### src/rtl/param_counter.sv
// Up/down counter with load clamping, a one-cycle terminal-count pulse and a sticky overflow flag.
// Build option: define PARAM_COUNTER_SAT_EN for saturating bounds; by default the count wraps.
module param_counter #(
  parameter int                 WIDTH   = 8,
  parameter logic [WIDTH-1:0]   MAX_VAL = {WIDTH{1'b1}}
) (
  input  logic             clk,
  input  logic             rst,
  input  logic [WIDTH-1:0] data_in,
  input  logic             ld,
  input  logic             inc,
  input  logic             dec,
  input  logic             clr_ovf,
  output logic [WIDTH-1:0] q,
  output logic             tc,
  output logic             ovf
);

  // Next value after stepping past either bound.
`ifdef PARAM_COUNTER_SAT_EN
  localparam logic [WIDTH-1:0] OVER_VAL  = MAX_VAL;
  localparam logic [WIDTH-1:0] UNDER_VAL = '0;
`else
  localparam logic [WIDTH-1:0] OVER_VAL  = '0;
  localparam logic [WIDTH-1:0] UNDER_VAL = MAX_VAL;
`endif

  logic             up;
  logic             down;
  logic             at_max;
  logic             at_zero;
  logic             bound_evt;
  logic [WIDTH-1:0] ld_val;
  logic [WIDTH-1:0] q_next;

  always_comb begin
    up        = inc & ~dec;
    down      = dec & ~inc;
    at_max    = (q == MAX_VAL);
    at_zero   = (q == '0);
    ld_val    = (data_in > MAX_VAL) ? MAX_VAL : data_in;
    // A load always pre-empts counting, so it can never raise a boundary event.
    bound_evt = ~ld & ((up & at_max) | (down & at_zero));
    q_next    = q;
    if (ld) begin
      q_next = ld_val;
    end else if (up) begin
      q_next = at_max ? OVER_VAL : q + 1'b1;
    end else if (down) begin
      q_next = at_zero ? UNDER_VAL : q - 1'b1;
    end
  end

  always_ff @(posedge clk or posedge rst) begin
    if (rst) begin
      q   <= '0;
      tc  <= 1'b0;
      ovf <= 1'b0;
    end else begin
      q   <= q_next;
      tc  <= bound_evt;
      ovf <= bound_evt | (ovf & ~clr_ovf);
    end
  end

endmodule

### config.mk
export PLATFORM = sky130hd
export DESIGN_NAME = param_counter
export DESIGN_NICKNAME = d
export VERILOG_FILES = /design/src/rtl/param_counter.sv
export SDC_FILE = /design/constraint.sdc
export NUM_CORES = 1
export LEC_CHECK = 0
export ABC_CLOCK_PERIOD_IN_PS = 4500
export CAP_MARGIN = 5
export CELL_PAD_IN_SITES_DETAIL_PLACEMENT = 1
export CELL_PAD_IN_SITES_GLOBAL_PLACEMENT = 2
export CORE_UTILIZATION = 31
export CTS_BUF_LIST = sky130_fd_sc_hd__clkbuf_8
export DETAILED_ROUTE_END_ITERATION = 12
export PLACE_DENSITY_LB_ADDON = 0.2
export SYNTH_ARGS = -nofsm -noshare
export SYNTH_HDL_FRONTEND = slang
export SYNTH_SLANG_ARGS = --single-unit
export TNS_END_PERCENT = 20
### constraint.sdc
create_clock -name clk -period 4.5 [get_ports clk]
set_clock_uncertainty 0.15 [all_clocks]
set_input_delay 0.9 -clock clk [delete_from_list [all_inputs] [get_ports clk]]
set_output_delay 0.9 -clock clk [all_outputs]
set_load 0.005 [all_outputs]
==> flow_summary_export.csv <==
group,metric,value,unit
outcome,status,"finished, final reports clean",
synth,synth-seq-cells,10,
detailed_routing,drt_iter0_drc,21,
layout,multiInputGateArea,614,um^2
sta,tightest_slew,0.746,ns
setup_path,critPathRequiredTime,4.47,ns
place,place_congestion,0.866,
detailed_routing,post_drt_wl_per_cell,15.7,um
synth,synth_nets,141,
setup_path,worstPathArrival,2.80,ns
clock_tree,cts.sinks,10,
place,dp_hpwl,2160,um
clock_tree,clk_path_buf_depth,2,
floorplan,start_util,32.6,%
layout,layout-drive-gt1-share,7.25,%
layout,fillers,391,
setup_path,worstRegToRegCells,6,
worst_hold_path,hp-class,"flop to flop",
floorplan,dieArea,0.00344,mm^2
sta,max_freq,353,MHz
clock_tree,numCtsBuffers,3,
run,drv_cap,0,
grt,grt.total_usage,18.8,%
floorplan,core_area,0.00305,mm^2
floorplan,rows,20,
setup_path,cp-end-kind,"flop",
synth,yosys_warnings,0,
sta,relSlewSlack,50.1,%
detailed_routing,post-route-drc-count,0,
clock_tree,cts_hold_buffers,0,
clock_tree,cts_setup_buffers,0,
worst_hold_path,hold_depth,2,
floorplan,die_y,58.6,um
grt,overflow,0,
setup_path,r2r_end,"q[2]",
place,post-place-ws,1.42,ns
detailed_routing,ant_nets,0,
detailed_routing,firstDrtPassIters,4,
sta,timing.final.ws_setup,1.67,ns
power_and_ir_drop,powerDensity,275,mW/mm^2
detailed_routing,wl,2860,um
sta,hold_viol_final,0,
grt,grt_pass1_wl,4750,um
sta,finalSetupViolations,0,
synth,syn-mean-instance-area,8.02,um^2
grt,antenna_found_initial,0,
place,port_buffers,23,
clock_tree,tritoncts,"done",
layout,final-seq-area,250,um^2
setup_path,worstReg2RegStart,"q[0]",
grt,grt_start_max_net_pins,22,
setup_path,path_max_fanout,10,
clock_tree,cts.clk_slew.worst_paths,0.05,ns
power_and_ir_drop,power.total,337,uW
layout,final_cell_mix,"clkdlybuf4s50_1 (23), nand2_1 (11), dfrtp_1 (10)",
clock_tree,cts_max_level,1,
floorplan,die_x,58.6,um
clock_tree,worst_skew_pair.late_latency,0.24,ns
layout,final_common_cell,"clkdlybuf4s50_1",
power_and_ir_drop,leakagePower,0.461,nW
sta,fin_setup_tns,0,ns
layout,synthToLayoutAreaGrowth,23.1,%
sta,period_needed,2.83,ns
detailed_routing,vias,1003,
sta,finalMaxSlewViolations,0,
setup_path,reg2reg_slack,2.08,ns
setup_path,path_class,"input port to flop",
synth,synth_top_area_share,25.2,%
setup_path,cp-start-kind,"input port",
synth,synth_cell_types,43,
clock_tree,cts_resized,0,
sta,rsz0062_at_grt,"no",
synth,yosysTopAreaCell,"dfrtp_1",
power_and_ir_drop,vdd_ir_drop_max,0.171,mV
clock_tree,cts_root_buffer,"clkbuf_8",
sta,period_share,62.9,%
layout,final_nets,157,
worst_hold_path,worstHoldEndpoint,"ovf",
synth,synth_cells,124,
synth,netlist_area,995,um^2
synth,ys_seq_area_share,25.2,%
synth,synth.area.top_cells,"dfrtp_1 (25%), o21ai_0 (4.5%), nand2_1 (4.2%)",
floorplan,pin_count,24,
detailed_routing,vias_per_cell,5.51,
worst_hold_path,hp-start,"ovf",
grt,grt_pass1_vias,949,
layout,n_antenna_cell,0,
## worst max path at each step
stage	from	end	depth (start not counted)
finish	dec	q[7]	5
global route	dec	q[7]	5
CTS	dec	q[7]	5
detailed placement	dec	q[7]	5
global placement	dec	q[7]	5
floorplan	inc	q[7]	6
## state kept, by name (all words and copies together), names as in the netlist
register,cells
ovf,1
q,8
tc,1
## cell usage after synthesis, drive strengths merged
cell type  count
a211oi         2
a21boi         1
ha             3
nand3b         1
nand2         11
nor3b          2
nor2           5
nand2b         4
dfrtp         10
and3b          1
inv            9
o31a           1
mux2i          1
o221ai         2
o211ai         2
or2            2
o311a          3
or3            2
o31ai          3
clkbuf         7
or4            1
nor2b          4
a21oi          7
o22ai          2
o21ai          9
buf            5
o21a           1
nand3          6
a221oi         1
nor4           1
nor3           5
o32ai          1
xor2           3
or4b           1
a32oi          2
xnor2          3
## worst max-delay path: stages
cell             delay [ns]
clkdlybuf4s50_1        0.69
nor2b_4                0.12
or4_4                  0.50
o311a_1                0.30
o31a_1                 0.29
## routing by layer
layer	track usage, %	part of all wire [%]	vias to the layer above
met5	0	0	-
li1	-	-	474
met2	30.9	50	20
met3	4.84	4.1	5
met1	24.2	45	504
met4	5.78	0.95	0
## final cells by class
class	count	area share, %
clock buffers	3	3.37
inverters	9	2.76
multi-input cells	93	50.2
flip-flops and latches	10	20.4
well taps	44	4.49
repair buffers	23	18.8
## per-stage QoR
stage                     hold slack [ns]  util [%]  cell area [um^2]  instances
after floorplan                     0.385         -               995        124
after global placement              0.375      38.8              1180        179
after detailed placement            0.388      38.8              1180        179
after CTS                           0.392      40.1              1220        182
after global routing                0.427      40.1              1220        182
final                               0.387      40.1              1220        182
## report_power, final
part           leakage (nW)  switching, mW  total, mW  internal [mW]
logic                 0.319         0.0537      0.116         0.0620
clock network        0.0216         0.0344     0.0929         0.0585
registers             0.121         0.0293      0.129         0.0993
total                 0.461          0.117      0.337          0.220
## kinds of logic (layout without fill, tap and decap cells)
logic type / after synthesis / count (layout) / share of synthesized area, %
compound gates: 37 / 37 / 25.4
fa+ha+maj: 3 / 3 / 3.77
flops: 10 / 10 / 25.2
simple gates: 46 / 46 / 26.3
mux: 1 / 1 / 1.01
buf+inv: 21 / 35 / 13.1
xor+xnor: 6 / 6 / 5.28
Power figures use the tool's default switching activity.
